**src/rtl/seg7_id_capture.sv**
```systemverilog
// Receive-side monitor for an active-low seven-segment digit stream: waits for each
// pattern to settle, decodes it back to BCD and collects digits for comparison to an expected ID.
module seg7_id_capture #(
  parameter int                 STABLE_CYCLES = 16,
  parameter int                 DEPTH         = 8,
  parameter logic [4*DEPTH-1:0] EXPECTED      = '0
) (
  input  logic                       clk_50M,
  input  logic                       reset,
  input  logic [6:0]                 seg_in,
  input  logic                       clear,
  output logic [3:0]                 digit_out,
  output logic                       digit_valid,
  output logic [4*DEPTH-1:0]         id_digits,
  output logic [$clog2(DEPTH+1)-1:0] count,
  output logic                       full,
  output logic                       match,
  output logic                       err
);

  localparam int SW    = $clog2(STABLE_CYCLES);
  localparam int CW    = $clog2(DEPTH+1);
  localparam logic [SW-1:0] ACCEPT_AT = SW'(STABLE_CYCLES - 2);
  localparam logic [SW-1:0] SAT_AT    = SW'(STABLE_CYCLES - 1);
  localparam logic [CW-1:0] DEPTH_C   = CW'(DEPTH);
  localparam logic [6:0]    SEG_BLANK = 7'h7F;

  typedef enum logic [1:0] {
    K_DIGIT = 2'd0,
    K_BLANK = 2'd1,
    K_BAD   = 2'd2
  } kind_t;

  logic [6:0]    seg_q;
  logic [SW-1:0] stable_cnt;
  logic          armed;
  logic          accept;
  kind_t         kind;
  logic [3:0]    dec_digit;

  // Accept fires on the STABLE_CYCLES-th identical sample; armed limits it to once per pattern.
  assign accept = armed && (stable_cnt == ACCEPT_AT) && (seg_in == seg_q);
  assign full   = (count == DEPTH_C);

  always_comb begin
    kind      = K_DIGIT;
    dec_digit = 4'd0;
    case (seg_q)
      7'b1000000: dec_digit = 4'd0;
      7'b1111001: dec_digit = 4'd1;
      7'b0100100: dec_digit = 4'd2;
      7'b0110000: dec_digit = 4'd3;
      7'b0011001: dec_digit = 4'd4;
      7'b0010010: dec_digit = 4'd5;
      7'b0000010: dec_digit = 4'd6;
      7'b1111000,
      7'b1011000: dec_digit = 4'd7;
      7'b0000000: dec_digit = 4'd8;
      7'b0010000,
      7'b0011000: dec_digit = 4'd9;
      SEG_BLANK:  kind      = K_BLANK;
      default:    kind      = K_BAD;
    endcase
  end

  always_ff @(posedge clk_50M) begin
    if (reset) begin
      seg_q      <= SEG_BLANK;
      stable_cnt <= '0;
      armed      <= 1'b1;
    end else begin
      seg_q <= seg_in;
      if (seg_in != seg_q) begin
        stable_cnt <= '0;
        armed      <= 1'b1;
      end else begin
        if (stable_cnt != SAT_AT) stable_cnt <= stable_cnt + 1'b1;
        if (accept) armed <= 1'b0;
      end
    end
  end

  always_ff @(posedge clk_50M) begin
    if (reset) begin
      digit_out   <= 4'd0;
      digit_valid <= 1'b0;
      id_digits   <= '0;
      count       <= '0;
      match       <= 1'b0;
      err         <= 1'b0;
    end else begin
      digit_valid <= 1'b0;
      // match trails the buffer by one cycle since it is computed from registered state.
      match       <= full && (id_digits == EXPECTED);
      if (clear) begin
        id_digits <= '0;
        count     <= '0;
        match     <= 1'b0;
        err       <= 1'b0;
      end else if (accept) begin
        case (kind)
          K_DIGIT: begin
            digit_out   <= dec_digit;
            digit_valid <= 1'b1;
            if (!full) begin
              id_digits <= {id_digits[4*DEPTH-5:0], dec_digit};
              count     <= count + 1'b1;
            end
          end
          K_BAD:   err <= 1'b1;
          default: ;
        endcase
      end
    end
  end

endmodule

```
**config.mk**
```make
export PLATFORM = sky130hd
export DESIGN_NAME = seg7_id_capture
export DESIGN_NICKNAME = d
export VERILOG_FILES = /design/src/rtl/seg7_id_capture.sv
export SDC_FILE = /design/constraint.sdc
export NUM_CORES = 1
export LEC_CHECK = 0
export ABC_AREA = 1
export ABC_CLOCK_PERIOD_IN_PS = 3000
export CAP_MARGIN = 20
export CORE_ASPECT_RATIO = 1.4
export CORE_MARGIN = 4
export CORE_UTILIZATION = 35
export DETAILED_ROUTE_END_ITERATION = 10
export DONT_BUFFER_PORTS = 1
export GPL_TIMING_DRIVEN = 0
export HOLD_SLACK_MARGIN = 0.12
export PLACE_DENSITY_LB_ADDON = 0.15
export SLEW_MARGIN = 20
export SYNTH_ARGS = -nofsm -noshare
export SYNTH_HDL_FRONTEND = slang
export SYNTH_SLANG_ARGS = --single-unit
```
**constraint.sdc**
```tcl
create_clock -name clk_50M -period 3 [get_ports clk_50M]
set_clock_uncertainty 0.15 [all_clocks]
set_input_delay 0.6 -clock clk_50M [delete_from_list [all_inputs] [get_ports clk_50M]]
set_output_delay 0.6 -clock clk_50M [all_outputs]
set_load 0.02 [all_outputs]
```
Word-level counts from Yosys, hierarchy flattened
Cells that the tools add are included.
{ "word_totals": {"n_memories": 0, "ff_bits": 55, "ramBits": 0, "romBits": 0, "latch_bits": 0, "inputBits": 10} }
{ "classes": {"n_reduce_logical": 15, "n_div": 0, "n_addsub": 2, "bitwise": 3, "n_mul": 0, "n_shift": 0, "n_mux": 3, "magnitude_cmp": 0, "n_eq_ne": 18} }
{ "ops": {"columns": ["operator", "n"], "rows": [
  ["4-bit one-hot mux with 9 select lines", 1],
  ["7-bit equality test (second input constant)", 5],
  ["32-bit logical NOT", 1],
  ["7-bit by 5-bit equality test with 1-bit output (second input constant)", 4],
  ["7-bit by 6-bit equality test with 1-bit output (second input constant)", 2],
  ["12-bit OR reduction", 1],
  ["4-bit by 1-bit adder with 4-bit output (second input constant)", 2],
  ["4-bit equality test (second input constant)", 2],
  ["2-bit OR reduction", 4],
  ["7-bit by 2-bit equality test with 1-bit output (second input constant)", 1],
  ["7-bit equality test", 1],
  ["7-bit logical NOT", 1],
  ["7-bit != test", 1],
  ["3-bit AND reduction", 2],
  ["4-bit != test (second input constant)", 1],
  ["2-bit one-hot mux with 2 select lines", 1],
  ["1-bit logical AND", 3],
  ["1-bit inverter", 3],
  ["3-bit OR reduction", 1],
  ["2-bit equality test (second input constant)", 1],
  ["2-bit logical NOT", 1],
  ["2-bit AND reduction", 1],
  ["1-bit 2-to-1 mux", 1]
]} }

Logic depth before layout (Yosys ltp)
{ "depth": {"depth_word": 5, "depth_mapped": 11, "ltp_nobuf": 10} }

Worst setup path before layout
No wires, ideal clock.
{ "synth_timing": {"kind": "register -> register", "start": "register count[0]", "end": "register count[2]", "path_stages_with_launch": 10, "setup_ns": 0.115, "arrival_time_ns": 1.642, "period_less_slack_ns": 1.907, "setup_slack_ns": 1.093, "n_path_buf": 2, "cell_sequence": "dfxtp_1 -> inv_1 -> ha_1 -> nand2_1 -> nor2_1 -> nor2_4 -> buf_6 -> buf_6 -> a21oi_1 -> nor2_1"} }
{ "synth_via": {"elab_chain_len": 3, "word_cells_on_any_way": 4, "classes_between": "add/sub (1); eq/ne (1); bitwise (1); reduce/logical (1)"} }
{ "synth_lines": {"columns": ["element", "line", "text"], "rows": [
  ["from (decl)", "15", "output logic [$clog2(DEPTH+1)-1:0] count,"],
  ["from (signal assigned)", "107", "count <= count + 1'b1;"],
  ["4-bit equality test", "43", "assign full = (count == DEPTH_C);"],
  ["named net full", "16", "output logic full,"],
  ["1-bit inverter (no source line)", null, null],
  ["3-bit AND reduction (no source line)", null, null]
]} }
The timed path passes the listed nets, and every way through them passes these cells.
A chain may end at the register's enable or synchronous reset.

Worst setup path in the final report
{ "layout_timing": {"start": "register count[0]", "end": "output full"} }
{ "layout_via": {"elab_chain_len": 1} }
{ "layout_lines": {"columns": ["element", "line"], "rows": [
  ["4-bit equality test", "43"],
  ["to (decl)", "16"]
]} }
No other way between the ends.

==> metrics.txt <==
number of nets in the finished design between 300 and 400; via count of the first global-routing pass ~2200; number of clock buffers inserted by TritonCTS 5; crit start category register; measured slew at the worst slew-check pin 702.8 ps; top library cells by usage in the layout, fill and taps aside 90 x sky130_fd_sc_hd__nand2_1, 55 x sky130_fd_sc_hd__dfxtp_1, 35 x sky130_fd_sc_hd__nor2_1; area grow syn2layout 7.639%; DR DRC count 0; cell breakdown of the critical path inv_1 -> ha_1 -> nand2_1 -> nor2_1; maximum fanout along the worst path 5; proportion of synthesized chip area in sequential cells 40.74%; post-route antenna net violation count 0; TritonCTS clock tree yes; cell area power density 415.9 nW/um^2; routability congestion estimate 0.7941; leakage component of the power 1.001 nW; post-synth top area cell sky130_fd_sc_hd__dfxtp_1; post-synthesis async set-or-reset flop share 0%; total negative setup slack 0 ps; achievable clock frequency 419.6 MHz; placement-stage cell area 2824 sq um; delay of the slowest critical-path stage 550 ps; CTS clk-pin slew, worst paths 110 ps; data arrival at the endpoint of the critical path 1630 ps; Synth Flop Type sky130_fd_sc_hd__dfxtp_1; count of flip-flops with a built-in enable after synthesis 0; most common cell after layout, fill and taps aside sky130_fd_sc_hd__nand2_1; insertion delay of the later-clocked pin in the worst-skew pair ~310 ps; Mapped Nets between 300 and 400; top-area cell type share of the netlist area 40.74%; Max-Slew Margin vs Limit between 50% and 60%; register-to-register setup slack between 800 and 900 ps; layout cells sized above 1 20.22%; Min-Delay Path Class input pin to register; initial antenna violation count 0; total congestion overflow 0; global-route wire length before repair 10780 um; Critical Path End Type output port; count of vias placed by the detailed router 2258; clock root buffer master sky130_fd_sc_hd__clkbuf_8; core footprint 7453 sq um; worst ir drop on vdd around 0.2 mV; final WL around 6600 um; Wirelength per Cell 14.52 um; count of cell types in the netlist 30; RSZ-0062 raised after global routing false; number of setup violations in the final report 0; number of flip-flops and latches in the synthesized netlist 55; number of top-level pins 54; Synthesis Warnings 0; Post-Synthesis Cells 348; router iterations before antenna repair 7; total number of clock tree sinks between 50 and 60; number of DRC markers in iteration 0 94; die span in x 82.27 um; synthesized area divided by synthesized cell count 7.766 sq um; number of I/O port buffers 0; Max-cap violations 0; mean number of vias per cell 4.985; largest cells by area after synthesis sky130_fd_sc_hd__dfxtp_1 41%, sky130_fd_sc_hd__nand2_1 13%, sky130_fd_sc_hd__nand3_2 7.8%; time the final worst path needs with I/O delays and setup 2383 ps; post-CTS setup buffer count 0; number of rows created at floorplan 37; final max-slew violation count 0; CTS H-tree lvls 2; hold buffers post-CTS 0; required time of the critical path ~2300 ps; maximum clock insertion buffer count 2; HPWL after detailed placement between 4000 and 5000 um; floorplan die area 9211 sq um; Diodes inserted 0; Non-Filler Cell Area, Final 2909 sq um; fin crit share 79.45%; final hold violations 0; largest net degree at the start of global routing 17; worst setup path category register to output port; All-Layer GR Usage 14.76%; slowest stage cell, crit path sky130_fd_sc_hd__nor2_1; initial core utilization 36.26%; outcome complete, no violations; combined area of all synthesized cells 2703 sq um; total of cells resized after clock tree synthesis 0; Die Y-Extent 112.0 um
## layout make-up
cell class                 count  area [sq um]
sequential                    55          1101
inverter                      18         67.56
clock inverter                 2         12.51
buffer                        15         123.9
multi-input combinational    260          1410
clock buffer                   6         72.57
fill                         769          4544
tap                           97         121.4
## final timing paths
path,startpoint,to,cells after the start
min reg2reg,armed,armed,1
max reg2reg,count[0],count[2],9
max,count[0],full,4
min,clear,digit_valid,1
## critical path: cells and delay by family (launching register included)
family / cells / cell delay (ps)
fa+ha+maj: 1 / 150
flops: 1 / 440
buf+inv: 1 / 120
simple gates: 2 / 610
## cells by family (layout without fill, tap and decap cells)
kind of cell,after synthesis,in the layout,share of synthesized area [%]
simple gates,201,201,37.18
flops,55,55,40.74
compound gates,47,47,10.51
buf+inv,33,41,7.083
xor+xnor,7,7,2.269
fa+ha+maj,4,4,1.852
mux,1,1,0.3704
## metrics by stage
step / setup WS, ps / utilization (%) / power, mW / hold slack, ps / std cells
6_report: 616.5 / 39.03 / 1.210 / 215.9 / 453
5_1_grt: 517.3 / 39.03 / 1.264 / 197.7 / 453
4_1_cts: 581.9 / 39.03 / 1.227 / 203.6 / 453
3_5_place_dp: 833.8 / 37.89 / 0.8152 / 297.0 / 445
3_3_place_gp: 845.4 / 37.89 / 0.8148 / 288.7 / 445
2_1_floorplan: 1093 / - / 0.8018 / 280.3 / 348
## state kept, by name, summed over array words and instances, names as in the netlist, 4 cells and up
signal,count
id_digits,32
seg_q,7
count,4
digit_out,4
stable_cnt,4
## metal layers
metal	routed length [um]	global-route usage (%)	up-vias
li1	-	-	1150
met1	2682	17.32	1038
met2	3243	24.63	59
met3	526	5.178	11
met4	123	4.545	0
met5	0	0	-
## power breakdown
group,leakage (nW),total [mW],switching [mW],internal (mW)
combinational,0.515,0.0548,0.0379,0.0169
clock,0.0412,0.412,0.248,0.164
sequential,0.445,0.743,0.00821,0.735
## cell usage after synthesis (4+ instances only)
library cell,n
sky130_fd_sc_hd__inv_2,6
sky130_fd_sc_hd__nand2_1,90
sky130_fd_sc_hd__buf_4,4
sky130_fd_sc_hd__nand3_2,21
sky130_fd_sc_hd__inv_1,11
sky130_fd_sc_hd__nor2_2,5
sky130_fd_sc_hd__nand3_1,27
sky130_fd_sc_hd__nor3_1,5
sky130_fd_sc_hd__a21oi_2,12
sky130_fd_sc_hd__or2_2,5
sky130_fd_sc_hd__nor2_1,35
sky130_fd_sc_hd__nand4_1,4
sky130_fd_sc_hd__dfxtp_1,55
sky130_fd_sc_hd__clkbuf_1,4
sky130_fd_sc_hd__buf_6,7
sky130_fd_sc_hd__xnor2_1,5
sky130_fd_sc_hd__ha_1,4
sky130_fd_sc_hd__a21oi_1,30
(Power assumes the default switching activity.)
